--- config.mk ---
export PLATFORM = sky130hd
export DESIGN_NAME = sw_host_feeder
export DESIGN_NICKNAME = d
export VERILOG_FILES = /design/src/rtl/sw_host_feeder_pkg.sv /design/src/rtl/sw_host_feeder_chunk_fifo.sv /design/src/rtl/sw_host_feeder.sv
export SDC_FILE = /design/constraint.sdc
export NUM_CORES = 1
export LEC_CHECK = 0
export CORE_MARGIN = 2
export CORE_UTILIZATION = 54
export DETAILED_ROUTE_END_ITERATION = 10
export MAX_ROUTING_LAYER = met4
export PLACE_DENSITY = 0.89
export SYNTH_ARGS = -nofsm -noshare
export SYNTH_HDL_FRONTEND = slang
export SYNTH_SLANG_ARGS = --single-unit
--- constraint.sdc ---
create_clock -name clk -period 3.3 [get_ports clk]
set_input_delay 0.66 -clock clk [delete_from_list [all_inputs] [get_ports clk]]
set_output_delay 0.66 -clock clk [all_outputs]
set_load 0.005 [all_outputs]
--- src/rtl/sw_host_feeder_pkg.sv ---
// sw_host_feeder_pkg: shared encodings and sizes for the Smith-Waterman host feeder
package sw_host_feeder_pkg;
  localparam int PE_SIZE = 4;
  localparam int PE_SIZE_LOG = 2;
  localparam int VEF_BIT = 16;
  localparam int MATCH_BIT = 4;
  localparam int S_W = 2 * PE_SIZE;
  localparam int CNT_W = PE_SIZE_LOG + 1;
  localparam int CHUNK_W = CNT_W + S_W;
  localparam logic [1:0] T_IDLE = 2'b00;
  localparam logic [1:0] T_DATA = 2'b01;
  localparam logic [1:0] T_LAST = 2'b11;
  typedef enum logic [1:0] {BASE_A, BASE_C, BASE_G, BASE_T} base_e;
  typedef enum logic [2:0] {
    ST_IDLE, ST_PARAM, ST_SETT, ST_T, ST_WAIT_T, ST_LOAD_S, ST_CALC, ST_DONE
  } state_e;
endpackage

--- src/rtl/sw_host_feeder_chunk_fifo.sv ---
// sw_chunk_fifo: two-entry FIFO of {base count, S chunk} with same-cycle push and pop
module sw_chunk_fifo
  import sw_host_feeder_pkg::*;
(
  input  logic               clk,
  input  logic               rst_n,
  input  logic               i_clr,
  input  logic               i_push,
  input  logic [CHUNK_W-1:0] i_din,
  input  logic               i_pop,
  output logic [CHUNK_W-1:0] o_dout,
  output logic               o_full,
  output logic               o_empty
);
  logic [CHUNK_W-1:0] r_mem [2];
  logic r_wp, r_rp;
  logic [1:0] r_cnt;
  logic w_push, w_pop;
  assign o_full = r_cnt == 2'd2;
  assign o_empty = r_cnt == 2'd0;
  assign o_dout = r_mem[r_rp];
  assign w_push = i_push && !o_full;
  assign w_pop = i_pop && !o_empty;
  // storage and pointer update; clear drops any leftover chunks between jobs
  always_ff @(posedge clk or negedge rst_n)
    if (!rst_n) begin
      r_mem[0] <= '0;
      r_mem[1] <= '0;
      r_wp <= 1'b0;
      r_rp <= 1'b0;
      r_cnt <= 2'd0;
    end else if (i_clr) begin
      r_wp <= 1'b0;
      r_rp <= 1'b0;
      r_cnt <= 2'd0;
    end else begin
      if (w_push) r_mem[r_wp] <= i_din;
      r_wp <= r_wp ^ w_push;
      r_rp <= r_rp ^ w_pop;
      r_cnt <= r_cnt + 2'(w_push) - 2'(w_pop);
    end
endmodule

--- src/rtl/sw_host_feeder.sv ---
// sw_host_feeder: packs host bases into T words and S chunks and sequences the SW accelerator job
module sw_host_feeder
  import sw_host_feeder_pkg::*;
(
  input  logic                 clk,
  input  logic                 rst_n,
  input  logic [1:0]           h_base,
  input  logic                 h_base_valid,
  input  logic                 h_base_last,
  output logic                 h_base_ready,
  input  logic                 h_start,
  input  logic [MATCH_BIT-1:0] h_match,
  input  logic [MATCH_BIT-1:0] h_mismatch,
  input  logic [7:0]           h_alpha,
  input  logic [7:0]           h_beta,
  output logic [VEF_BIT-1:0]   h_result,
  output logic                 h_done,
  output logic                 a_param_valid,
  output logic [MATCH_BIT-1:0] a_match,
  output logic [MATCH_BIT-1:0] a_mismatch,
  output logic [7:0]           a_alpha,
  output logic [7:0]           a_beta,
  output logic                 a_set_t,
  output logic [17:0]          a_t,
  output logic                 a_start_cal,
  input  logic                 a_busy,
  input  logic                 a_request_s,
  output logic [S_W-1:0]       a_s,
  output logic [CNT_W-1:0]     a_s_valid,
  input  logic [VEF_BIT-1:0]   a_result,
  input  logic                 a_valid
);
  state_e r_state;
  logic r_param_valid, r_set_t, r_start_cal, r_done, r_pend, r_drain;
  logic [MATCH_BIT-1:0] r_match, r_mismatch;
  logic [7:0] r_alpha, r_beta;
  logic [17:0] r_t;
  logic [15:0] r_tbuf;
  logic [2:0] r_tcnt;
  logic [1:0] r_wait;
  logic [S_W-1:0] r_sbuf, r_s;
  logic [PE_SIZE_LOG-1:0] r_scnt;
  logic [CNT_W-1:0] r_s_valid;
  logic [VEF_BIT-1:0] r_result;
  logic w_ready, w_acc, w_tend, w_temit, w_sacc, w_sclose, w_req, w_pop, w_byp, w_push;
  logic w_full, w_empty, w_clr;
  logic [15:0] w_tbuf;
  logic [S_W-1:0] w_sbuf;
  logic [CHUNK_W-1:0] w_chunk, w_head;
  assign w_ready = (r_state == ST_T) || (r_state == ST_LOAD_S && !w_full) ||
                   (r_state == ST_DONE && r_drain);
  assign w_acc = h_base_valid && w_ready;
  // a last flag without a valid base still closes T, as a zero-base last word
  assign w_tend = r_state == ST_T && h_base_last;
  assign w_temit = w_tend || (r_state == ST_T && h_base_valid && r_tcnt == 3'd7);
  assign w_tbuf = r_tbuf | (16'(h_base & {2{h_base_valid}}) << {r_tcnt, 1'b0});
  assign w_sacc = r_state == ST_LOAD_S && w_acc;
  assign w_sclose = w_sacc && (r_scnt == PE_SIZE_LOG'(PE_SIZE - 1) || h_base_last);
  assign w_sbuf = r_sbuf | (S_W'(h_base) << {r_scnt, 1'b0});
  assign w_chunk = {CNT_W'(r_scnt) + CNT_W'(1), w_sbuf};
  assign w_req = a_request_s || r_pend;
  assign w_pop = w_req && !w_empty;
  // a chunk closing into an empty FIFO while a request waits goes straight out
  assign w_byp = w_req && w_empty && w_sclose;
  assign w_push = w_sclose && !w_byp;
  assign w_clr = r_state == ST_WAIT_T;
  assign h_base_ready = w_ready;
  assign h_result = r_result;
  assign h_done = r_done;
  assign a_param_valid = r_param_valid;
  assign a_match = r_match;
  assign a_mismatch = r_mismatch;
  assign a_alpha = r_alpha;
  assign a_beta = r_beta;
  assign a_set_t = r_set_t;
  assign a_t = r_t;
  assign a_start_cal = r_start_cal;
  assign a_s = r_s;
  assign a_s_valid = r_s_valid;
  sw_chunk_fifo u_fifo (
    .clk    (clk),
    .rst_n  (rst_n),
    .i_clr  (w_clr),
    .i_push (w_push),
    .i_din  (w_chunk),
    .i_pop  (w_pop),
    .o_dout (w_head),
    .o_full (w_full),
    .o_empty(w_empty)
  );
  // job sequencer with T packing, S chunk assembly, request service and result capture
  always_ff @(posedge clk or negedge rst_n)
    if (!rst_n) begin
      r_state <= ST_IDLE;
      r_param_valid <= 1'b0;
      r_set_t <= 1'b0;
      r_start_cal <= 1'b0;
      r_done <= 1'b0;
      r_pend <= 1'b0;
      r_drain <= 1'b0;
      r_match <= '0;
      r_mismatch <= '0;
      r_alpha <= '0;
      r_beta <= '0;
      r_t <= {T_IDLE, 16'd0};
      r_tbuf <= '0;
      r_tcnt <= '0;
      r_wait <= '0;
      r_sbuf <= '0;
      r_s <= '0;
      r_scnt <= '0;
      r_s_valid <= '0;
      r_result <= '0;
    end else begin
      r_param_valid <= 1'b0;
      r_set_t <= 1'b0;
      r_start_cal <= 1'b0;
      r_done <= 1'b0;
      r_t <= {T_IDLE, 16'd0};
      {r_s_valid, r_s} <= w_pop ? w_head : w_byp ? w_chunk : '0;
      r_pend <= r_state == ST_LOAD_S && w_req && w_empty && !w_sclose;
      if (w_sacc) begin
        r_scnt <= w_sclose ? '0 : r_scnt + 1'b1;
        r_sbuf <= w_sclose ? '0 : w_sbuf;
      end
      case (r_state)
        ST_IDLE:
          if (h_start) begin
            r_match <= h_match;
            r_mismatch <= h_mismatch;
            r_alpha <= h_alpha;
            r_beta <= h_beta;
            r_param_valid <= 1'b1;
            r_state <= ST_PARAM;
          end
        ST_PARAM: begin
          r_set_t <= 1'b1;
          r_state <= ST_SETT;
        end
        ST_SETT: begin
          r_tbuf <= '0;
          r_tcnt <= '0;
          r_state <= ST_T;
        end
        ST_T: begin
          if (w_temit) begin
            r_t <= {w_tend ? T_LAST : T_DATA, w_tbuf};
            r_tbuf <= '0;
            r_tcnt <= '0;
          end else if (h_base_valid) begin
            r_tbuf <= w_tbuf;
            r_tcnt <= r_tcnt + 3'd1;
          end
          if (w_tend) begin
            r_wait <= '0;
            r_state <= ST_WAIT_T;
          end
        end
        ST_WAIT_T: begin
          r_scnt <= '0;
          r_sbuf <= '0;
          if (r_wait != 2'd2) r_wait <= r_wait + 2'd1;
          else if (!a_busy) begin
            r_start_cal <= 1'b1;
            r_state <= ST_LOAD_S;
          end
        end
        ST_LOAD_S:
          if (a_valid) begin
            r_result <= a_result;
            r_done <= 1'b1;
            r_drain <= !(w_acc && h_base_last);
            r_state <= ST_DONE;
          end else if (w_sacc && h_base_last) r_state <= ST_CALC;
        ST_CALC:
          if (a_valid) begin
            r_result <= a_result;
            r_done <= 1'b1;
            r_drain <= 1'b0;
            r_state <= ST_DONE;
          end
        ST_DONE: begin
          if (w_acc && h_base_last) r_drain <= 1'b0;
          if (!a_busy && !r_drain) r_state <= ST_IDLE;
        end
        default: r_state <= ST_IDLE;
      endcase
    end
endmodule

# Yosys cells after proc, flatten, opt, wreduce, memory -nomap -nowiden
# Cells that the tools add are included.
# W data, S select, Z words.
[word_totals]
regBits = 135
in_bits = 50
output_inout_bits = 74
wordCells = 163
[classes]
add_sub_neg = 6
n_lt_le_gt_ge = 3
n_eq_ne = 22
shifts = 2
n_mux = 50
bitwise_logic = 8
n_reduce_logical = 47
[op_table]
columns = ["operator", "n"]
rows = [
  ["$mux W11", 6],
  ["$mux W18", 2],
  ["$mux W16", 2],
  ["$pmux W16 S2", 1],
  ["$mux W3", 10],
  ["$mux W8", 3],
  ["$pmux W3 S8", 1],
  ["$bwmux W22", 1],
  ["$logic_and A1 B1 Y1", 21],
  ["$ne A2 B2 Y1 const B", 8],
  ["$or A16 B16 Y16", 1],
  ["$shl A2 B4 Y16", 1],
  ["$eq A3 B3 Y1 const B", 5],
  ["$mux W2", 7],
  ["$mux W1", 13],
  ["$demux W11 S1", 1],
  ["$or A8 B8 Y8", 1],
  ["$reduce_and A2 Y1", 4],
  ["$shl A2 B3 Y8", 1],
  ["$logic_not A1 Y1", 7],
  ["$reduce_and A7 Y1", 1],
  ["$eq A3 B2 Y1 const B", 2],
  ["$pmux W3 S2", 1],
  ["$reduce_bool A2 Y1", 3],
  ["25 further kinds", 35],
]

# Logic depth before layout (Yosys ltp)
# Gate-level depths: netlist (run 1).
[logic_depth]
depth_word = 15
ltp_mapped = 9
ltp_nobuf = 8

# Modules after synthesis
# Synthesis (run 1) repeated with hierarchy kept, for this count alone.
[hier_totals]
hier_cells = 490
area_unflattened_um2 = 5795.6
[modules_own_cells]
columns = ["module", "instances", "cells_each", "area_each_um2", "seq_area_each_um2"]
rows = [
  ["sw_host_feeder", 1, 408, 4574.4, 2727.6],
  ["sw_chunk_fifo", 1, 82, 1221.2, 650.6],
]

# Worst setup path before layout (run 1)
# Ideal clock, no wire load.
[synth_path]
path_kind = "input to register"
startpoint = "input a_request_s"
endpoint = "register u_fifo.r_cnt[1]"
setup_time_ns = 0.147
arrival_time_ns = 2.067
required_ns = 3.153
setup_slack_ns = 1.086
stages = 9
path_buffers = 1
path_cell_list = "o22ai_1 > clkbuf_1 > inv_1 > ha_1 > inv_1 > ha_1 > xor2_1 > xnor2_1 > nor2_1"
[synth_via]
elab_chain_len = 9
elab_cells_between_ends = 11
classes_between = "2 x add/sub; 1 x mux; 8 x reduce/logical"
[synth_lines]
columns = ["element", "line", "source"]
rows = [
  ["start, declared", "sw_host_feeder.sv:27", "input logic a_request_s,"],
  ["$logic_or A1 B1 Y1 *", "sw_host_feeder.sv:61", "assign w_req = a_request_s || r_pend;"],
  ["$logic_and A1 B1 Y1 (2 in series)", "sw_host_feeder.sv:64", "assign w_byp = w_req && w_empty && w_sclose;"],
  ["$logic_not A1 Y1", "sw_host_feeder.sv:65", "assign w_push = w_sclose && !w_byp;"],
  ["$logic_and A1 B1 Y1", "sw_host_feeder.sv:65", ""],
  ["$logic_and A1 B1 Y1", "sw_host_feeder_chunk_fifo.sv:22", "assign w_push = i_push && !o_full;"],
  ["$add A2 B1 Y2", "sw_host_feeder_chunk_fifo.sv:40", "r_cnt <= r_cnt + 2'(w_push) - 2'(w_pop);"],
  ["$sub A2 B1 Y2 *", "sw_host_feeder_chunk_fifo.sv:40", ""],
  ["$mux W2 *", "sw_host_feeder_chunk_fifo.sv:32", "end else if (i_clr) begin"],
  ["end signal, assigned", "sw_host_feeder_chunk_fifo.sv:40", ""],
  ["end, declared", "sw_host_feeder_chunk_fifo.sv:17", "logic [1:0] r_cnt;"],
]
# Every way passes the cells marked *; elsewhere a longest branch is shown, timed or not.
# A chain may end at the register's enable or synchronous reset.

# Worst setup path after layout (run 1)
[layout_path]
startpoint = "register r_state[1]"
endpoint = "output h_base_ready"
[layout_via]
elab_chain_len = 4
elab_cells_between_ends = 7
classes_between = "3 x eq/ne; 4 x reduce/logical"
[layout_lines]
columns = ["element", "line", "source"]
rows = [
  ["start, declared", "sw_host_feeder.sv:33", "state_e r_state;"],
  ["start signal, assigned", "sw_host_feeder.sv:94", "r_state <= ST_IDLE;"],
  ["start signal, assigned", "sw_host_feeder.sv:134", "r_state <= ST_PARAM;"],
  ["start signal, assigned", "sw_host_feeder.sv:138", "r_state <= ST_SETT;"],
  ["$eq A3 B3 Y1", "sw_host_feeder.sv:50", "assign w_ready = (r_state == ST_T) || (r_state == ST_LOAD_S && !w_full) ||"],
  ["$logic_and A1 B1 Y1", "sw_host_feeder.sv:50", ""],
  ["$logic_or A1 B1 Y1", "sw_host_feeder.sv:50", ""],
  ["$logic_or A1 B1 Y1 *", "sw_host_feeder.sv:50", ""],
  ["end, declared", "sw_host_feeder.sv:10", "output logic h_base_ready,"],
]
# Marked as above.

==> results.toml, run 1 <==
[status]
outcome = "finished, final reports clean"

[yosys]
synth-main-ff-cell = "dfrtp_1"
netlist_top_cells_count = "dfrtp_1, mux2_2, nor2_1"
syn_area_um2 = 5610
synth_edf_count = 0
synth_cells = 451
async_reset_ff_share_pct = 100
ys_seq_area_share_pct = 60.2
synth_seq_cells = 135
synth_area_leaders = "dfrtp_1, mux2_2, a21oi_1, nor2_1, mux2i_1"
synth_largest_area_cell = "dfrtp_1"
syn_area_per_cell_um2 = 12.4
syn_nets = 507
yosys_warnings = 0
synth.most_common_cell = "dfrtp_1"
ys_types = 46
synth_top_area_share_pct = 60.2

[detailed_routing]
wl_per_cell_um = 16.7
drc = 0
vias = 4030
drt_iter0_drc = 187
vias_per_cell = 5.55
postRouteAntennaNets = 0
drt_pre_antenna_iters = 5
drt_wl_total_mm = 12.1

[placed_design]
dpl.hpwl_mm = 8.19
dpl.cell_count = 694
gp_congestion = 0.854
io_buffers = 123

[timing]
min_period_ps = 2910
setup_viol_count_final = 0
worst_slew_pin_slew_ps = 972
fmax_mhz = 344
fin_worst_skew_ps = 8.18
hold_viol = 0
setup_tns_ps = 0
relSlewSlack_pct = 34.9
rsz0062_at_grt = "no"
slew_violations = 0
fin_crit_sh_pct = 88.1

[grt]
grt_busiest_layer = "met2"
grt_use_met1_pct = 29.8
overflow = 0
gr-usage-all-layers_pct = 24.0
antenna_found_initial = 0
grt_pass1_vias = 4192
grt_first_pass_wirelength_mm = 20.5
gr-usage-met3_pct = 5.52
grt_max_degree = 65
met2_usage_pct = 38.8

[setup_path]
rr_startpoint = "r_state[1]$_DFFE_PN0P_"
max_stage_delay_ps = 710
cp.required_ps = 2640
crit_type = "reg2out"
path_cells = "nor2b_1 > a22oi_1 > nor2_1 > clkdlybuf4s50_1"
critPathArrivalTime_ps = 2250
critPathMaxFanout = 18
crit_start = "r_state[1]$_DFFE_PN0P_"
ff2ff_setup_slack_ps = 1020
cp-end-kind = "output port"
crit_slowest_cell = "dfrtp_1"
cp-start-kind = "register"

[clock_tree]
clk_pin_slew_worst_paths_ps = 60
holdBufCountCts = 0
clock-root-buffer = "clkbuf_8"
cts_tree = "done"
cts_inserted_buffers = 17
ctsResizeCount = 0
htree_levels = 4
clock_latency_ps = 510
post-cts-setup-buffers = 0
clk_path_buf_depth = 2
cts.sinks = 135

[cells_and_area]
drive_gt1_share_pct = 20.2
utilization_pct = 73.8
fin_cells = 726
nets = 633
diodes = 0
syn_to_final_growth_pct = 33.9

[pwr]
total_power_mw = 5.88
power_density_nw_per_um2 = 782
vdd_drop_max_v = 0.000441
power_leakage_nw = 3.38

[floorplanning]
die_w_um = 106
start_util_pct = 55.1
die-height_um = 106
dieArea_um2 = 11200
io_pins = 124
core_um2 = 10200
std_cell_rows = 37

[min_path]
min_path_type = "in2async"

[job]
max_cap_viol_count = 0
## registers in the layout, summed over array words and instances (netlist names), 8 cells and up
name,flops
a_alpha,8
a_s,8
r_tbuf,16
r_sbuf,8
h_result,16
a_t,18
a_beta,8
u_fifo.r_mem,22
## metrics by stage
step	instance area [um^2]	hold WS, ps	setup WS (ps)
floorplan	5610	364	1090
global placement	6990	474	679
detailed placement	6990	482	641
CTS	7520	245	371
global route	7520	289	242
finish	7520	240	393
## cell type report
type | instances | area (um^2)
sequential | 135 | 3380
fill | 645 | 2670
multi-input combinational | 277 | 2080
timing repair buffer | 133 | 1320
clock buffer | 18 | 428
tap | 136 | 170
clock inverter | 14 | 98.8
inverter | 13 | 48.8
## report_power, final
part / switching (mW) / total (mW) / internal [mW]
combinational: 0.747 / 1.83 / 1.08
sequential: 0.355 / 2.40 / 2.05
clock: 0.702 / 1.65 / 0.945
total: 1.80 / 5.88 / 4.07
## cell usage in the layout, fill, tap and decap left out, types with 10 or more instances in the layout
cell type	n
buf_4	10
clkdlybuf4s50_1	122
o22ai_1	12
nand2_1	19
a21oi_1	31
mux2_2	59
dfrtp_1	135
mux2i_1	13
a32o_1	11
clkbuf_16	16
inv_1	13
o21ai_0	11
nor2_1	38
## worst paths after layout
kind | to | cells past startpoint
setup / recovery | h_base_ready | 4
hold / removal | a_t[7]$_DFF_PN0_ | 1
setup reg to reg | u_fifo.r_mem[21]$_DFFE_PN0P_ | 4
hold reg to reg | r_tbuf[0]$_DFFE_PN0P_ | 1
max in group asynchronous | a_t[16]$_DFF_PN0_ | 2
min in group clk | r_tbuf[0]$_DFFE_PN0P_ | 1
## layer usage
layer,share of wire [%],wire (um),vias up
li1,-,-,1866
met1,41,4980,1998
met2,52,6350,145
met3,5.0,613,21
met4,1.6,198,0
met5,0,0,-
## cell families (layout without fill, tap and decap cells)
kind of cell               count (synthesis)  after routing  share of synthesized area (%)
muxes                                     74             74                           14.7
AOI/OAI and AO/OA                         89             89                           10.3
and+or+nand+nor                          104            104                           9.96
adders and majority gates                  6              6                           1.34
xor gates and xnor gates                   4              4                          0.624
buffers and inverters                     39            178                           2.92
DFF                                      135            135                           60.2
## critical path: cells and delay by family (launching register included)
family	cells	cell delay (ps)
buffers and inverters	1	450
AND/OR/NAND/NOR	2	220
AO/OA/AOI/OAI	1	350
flip-flops	1	710
No activity file was read; power rests on OpenSTA's default activity.
==> run 2: changes to the inputs <==
--- a/config.mk
+++ b/config.mk
@@ -5,6 +5,7 @@
 export SDC_FILE = /design/constraint.sdc
 export NUM_CORES = 1
 export LEC_CHECK = 0
+export CAP_MARGIN = 15
 export CORE_MARGIN = 2
 export CORE_UTILIZATION = 54
 export DETAILED_ROUTE_END_ITERATION = 10
==> results of run 2 <==
Same layout as run 1: the final DEF is identical, and so are final timing and power.
==> edit 1, RTL diff (settings of run 1) <==
Set the package constant `PE_SIZE_LOG` to 3 (it was 2).
--- a/src/rtl/sw_host_feeder_pkg.sv
+++ b/src/rtl/sw_host_feeder_pkg.sv
@@ -2,5 +2,5 @@
 package sw_host_feeder_pkg;
   localparam int PE_SIZE = 4;
-  localparam int PE_SIZE_LOG = 2;
+  localparam int PE_SIZE_LOG = 3;
   localparam int VEF_BIT = 16;
   localparam int MATCH_BIT = 4;
Ports: changed (resized a_s_valid); port bits go from 124 to 125. The function was not compared with the original's and may differ.
==> edit 1 against run 1 <==
  * Worst hold slack better by 39 ps
  * Highest routed layer unchanged
  * Sequential cell count up 4
  * Wire length up 3.3%
  * Worst setup slack worse by 91 ps
  * Total power up 14%
  * Critical path depth unchanged
  * Sequential share of layout area about the same
  * Final area up 2.9%
  * Synthesized area up 3.6%
==> edit 1: results (changes against run 1) <==
----------------------------------------------------
[Placed design]
  Post-detail-place hpwl ... 8.658 mm (was 8.192 mm)
  Routability congestion estimate from global placement ... 0.8331 (was 0.8540)
  Area of placed instances ... 7126 sq um (was 6990 sq um)
  Input/output buffers ... 124 (was 123)

[Detailed routing]
  Routed metal-1 wire length ... 5.261 mm (was 4.975 mm)
  Amount of wire on met2 after detailed routing ... 6.425 mm (was 6.353 mm)
  Routed via count divided by cell count ... 5.491 (was 5.551)
  WL per Instance ... 16.61 um (was 16.72 um)
  DR pass1 iterations ... 4 (was 5)
  1st-iter DRT viols ... 262 (was 187)

[Clocking]
  Insertion delay of the later-clocked pin in the worst-skew pair ... 530 ps (was 510 ps)

[Timing]
  Hold WS ... 278.3 ps (was 239.8 ps)
  Worst slew margin relative to its limit ... 27.22% (was 34.89%)

[Power]
  Share of total power in combinational logic ... 32.3% (was 31.1%)
  Static leakage ... 3.419 nW (was 3.380 nW)
  Switching power ... 2.022 mW (was 1.804 mW)
  Maximum VDD drop ... 474.7 uV (was 440.9 uV)
  Proportion of power drawn by the clock network ... 28.8% (was 28.0%)

[Worst setup path]
  Cell count of the worst reg-to-reg path ... 7 (was 4)
  Worst r2r dst ... u_fifo.r_mem[20] (was u_fifo.r_mem[21])

[Layout]
  Fraction of layout instances using a drive strength above 1 ... 16.96% (was 20.17%)

[Outcome]
  Run status ... finished clean (unchanged)

[Global route]
  Met2 usage ... 38.23% (was 38.80%)
  First-pass GRT wire length ... 20.58 mm (was 20.49 mm)
  Pin count of the biggest net entering global routing ... 127 (was 65)
  Global routing usage on met3 ... 5.266% (was 5.518%)
  Via count of the first global-routing pass ... 4272 (was 4192)

[Logic synthesis]
  Number of unique standard cell types used by synthesis ... 53 (was 46)
  Total nets after synthesis ... 540 (was 507)
  Cell types occupying the most area after synthesis ... sky130_fd_sc_hd__dfrtp_1 60%, sky130_fd_sc_hd__mux2_2 8.1%, sky130_fd_sc_hd__nor2_1 3.6% (was sky130_fd_sc_hd__dfrtp_1 60%, sky130_fd_sc_hd__mux2_2 12%, sky130_fd_sc_hd__a21oi_1 2.8%)
  Synthesized area divided by synthesized cell count ... 12.04 sq um (was 12.45 sq um)
  Top cell types by occurrence after synthesis ... 139 x sky130_fd_sc_hd__dfrtp_1, 56 x sky130_fd_sc_hd__nor2_1, 42 x sky130_fd_sc_hd__mux2_2, 38 x sky130_fd_sc_hd__a21oi_1, 23 x sky130_fd_sc_hd__o21ai_0 (was 135 x sky130_fd_sc_hd__dfrtp_1, 59 x sky130_fd_sc_hd__mux2_2, 38 x sky130_fd_sc_hd__nor2_1, 31 x sky130_fd_sc_hd__a21oi_1, 19 x sky130_fd_sc_hd__nand2_1)

----------------------------------------------------
edit 1: logic make-up (layout without fill, tap and decap cells):
logic type	count (synthesis)	after routing	synth area share, %
adders and majority gates	7	7	1.506
AOI/OAI and AO/OA	108	108	12.11
and+or+nand+nor	125	125	11.04
xor gates and xnor gates	4	4	0.6025
muxes	59	59	11.08
buffers and inverters	41	177	3.851
DFF	139	139	59.81
edit 1: final cells by class:
type	instances	area, sq um	share of cell area, %
clock buffer	22	473.0	6.114
clock inverter	9	137.6	1.779
inverter	13	48.80	0.6308
multi-input combinational	303	2118	27.38
sequential	139	3478	44.96
tap	136	170.2	2.200
timing repair buffer	133	1310	16.93
edit 1: through the flow:
stage | power, mW | setup WS, ps
after global routing | 7.048 | 154.7
after CTS | 6.732 | 285.6
after floorplan | 3.796 | 1087
final | 6.690 | 302.1
after detailed placement | 4.789 | 632.0
after global placement | 4.654 | 696.0
==> edit 2, RTL diff (config.mk and constraints of run 1) <==
Made on the original files. The 8 states of `state_e` get a one-hot encoding in 8 bits.
--- a/src/rtl/sw_host_feeder_pkg.sv
+++ b/src/rtl/sw_host_feeder_pkg.sv
@@ -12,6 +12,6 @@
   localparam logic [1:0] T_LAST = 2'b11;
   typedef enum logic [1:0] {BASE_A, BASE_C, BASE_G, BASE_T} base_e;
-  typedef enum logic [2:0] {
-    ST_IDLE, ST_PARAM, ST_SETT, ST_T, ST_WAIT_T, ST_LOAD_S, ST_CALC, ST_DONE
+  typedef enum logic [7:0] {
+    ST_IDLE = 8'b00000001, ST_PARAM = 8'b00000010, ST_SETT = 8'b00000100, ST_T = 8'b00001000, ST_WAIT_T = 8'b00010000, ST_LOAD_S = 8'b00100000, ST_CALC = 8'b01000000, ST_DONE = 8'b10000000
   } state_e;
 endpackage
Function: same outputs for any inputs over 10 cycles, from zero or initial values and one cycle with rst_n low; not proved beyond that.
==> edit 2 against run 1 <==
  * Die area increased by 3.5%
  * Combinational power decreased by 33%
  * Synthesized area increased by 3.6%
  * Sequential cell count increased by 5
  * Total power decreased by 9.6%
  * Highest routed layer unchanged
  * Final area increased by 3.4%
  * Wire length increased by 11%
  * Critical path depth increased by 1
  * Worst setup slack got worse by 240 ps
==> edit 2: results (changes against run 1) <==
----------------------------------------------------
[Logic synthesis]
  Fraction of synthesized cell area in xor and xnor cells ... 0.7532% (was 0.6242%)
  Number of standard cells after synthesis ... 493 (was 451)
  Top cell types by occurrence after synthesis ... 139 x sky130_fd_sc_hd__dfrtp_1, 56 x sky130_fd_sc_hd__nor2_1, 45 x sky130_fd_sc_hd__a21oi_1, 35 x sky130_fd_sc_hd__mux2_2, 32 x sky130_fd_sc_hd__nand2_1 (was 135 x sky130_fd_sc_hd__dfrtp_1, 59 x sky130_fd_sc_hd__mux2_2, 38 x sky130_fd_sc_hd__nor2_1, 31 x sky130_fd_sc_hd__a21oi_1, 19 x sky130_fd_sc_hd__nand2_1)
  Total nets after synthesis ... 549 (was 507)
  Adder-cell share of the synthesized area ... 1.291% (was 1.337%)
  Sequential element share of the synthesized area ... 60.28% (was 60.19%)
  Area fraction in compound gates after synthesis ... 10.59% (was 10.28%)

[Global route]
  Met1 Track Usage GR ... 30.10% (was 29.83%)
  Global routing usage on met3 ... 8.596% (was 5.518%)
  First-pass GRT wire length ... 22.05 mm (was 20.49 mm)
  Via count of the first global-routing pass ... 4403 (was 4192)
  Met2 usage ... 41.78% (was 38.80%)

[Detailed routing]
  Routed via count divided by cell count ... 5.612 (was 5.551)
  Total via count after detailed routing ... 4316 (was 4030)
  Final WL ... 13.48 mm (was 12.14 mm)

[Placed design]
  Number of instances in the placed design ... 736 (was 694)
  Post-detail-place hpwl ... 9.317 mm (was 8.192 mm)
  Pre-CTS setup slack ... 616.1 ps (was 640.9 ps)

[Layout]
  Total of fill cells in the finished design ... 650 (was 645)
  Final Net Count ... 677 (was 633)
  Fraction of layout instances using a drive strength above 1 ... 15.32% (was 20.17%)

[Timing]
  Hold WS ... 106.4 ps (was 239.8 ps)
  Setup Skew ... 8.657 ps (was 8.180 ps)
  Worst slew margin relative to its limit ... 32.15% (was 34.89%)

[Worst setup path]
  Worst r2r dst ... a_match[2] (was u_fifo.r_mem[21])
  RR Startpoint ... r_state[4] (was r_state[1])
  CP Data Arrival Time ... 2480 ps (was 2250 ps)
  Flop2flop setup slack ... 1000 ps (was 1020 ps)

[Outcome]
  Run status ... finished clean (unchanged)

[Power]
  Pwr dens ... 684.1 nW/um^2 (was 782.1 nW/um^2)
  Static leakage ... 3.529 nW (was 3.380 nW)
  Power dissipated in the clock network ... 1.87 mW (was 1.65 mW)

----------------------------------------------------
==> edit 2: what timing repair did <==
action	in CTS	in global routing
endpoints found under the setup margin	0	1
gates resized for setup	0	2
buffers inserted	0	2
==> edit 2: how the worst max path moves through the flow <==
stage | slack, ps | end | from | depth (start not counted)
floorplan | 1130 | u_fifo.r_cnt[1] | a_request_s | 9
global route | 40 | h_base_ready | r_state[4] | 5
global placement | 720 | h_base_ready | r_state[6] | 5
detailed placement | 620 | h_base_ready | r_state[6] | 5
CTS | 50 | h_base_ready | r_state[6] | 5
finish | 160 | h_base_ready | r_state[4] | 5
==> edit 2: area by class of cell <==
| cell class | instances | share of cell area [%] |
|---|---|---|
| Clock inverter | 11 | 1.852 |
| Sequential cell | 140 | 45.10 |
| Inverter | 13 | 0.6279 |
| Tap cell | 136 | 2.190 |
| Timing Repair Buffer | 131 | 16.79 |
| Clock buffer | 20 | 5.732 |
| Multi-Input combinational cell | 318 | 27.71 |
==> edit 2: metal layers <==
| metal | part of all wire [%] | up-vias |
|---|---|---|
| li1 | - | 1992 |
| met1 | 39 | 2144 |
| met2 | 52 | 163 |
| met3 | 7.4 | 17 |
| met4 | 1.3 | 0 |
| met5 | 0 | - |
==> edit 2: per-stage QoR <==
step	instance area (sq um)	utilization [%]
3_3_place_gp	7149	68.94
3_5_place_dp	7149	68.94
4_1_cts	7739	74.63
2_1_floorplan	5814	-
6_report	7771	74.94
5_1_grt	7771	74.94
==> edit 2: critical path, stage by stage (launching register included) <==
cell,delay (ps)
sky130_fd_sc_hd__dfrtp_1,480
sky130_fd_sc_hd__nor4_4,390
sky130_fd_sc_hd__and4b_2,320
sky130_fd_sc_hd__a21oi_1,110
sky130_fd_sc_hd__nand2_1,130
sky130_fd_sc_hd__clkdlybuf4s50_1,520
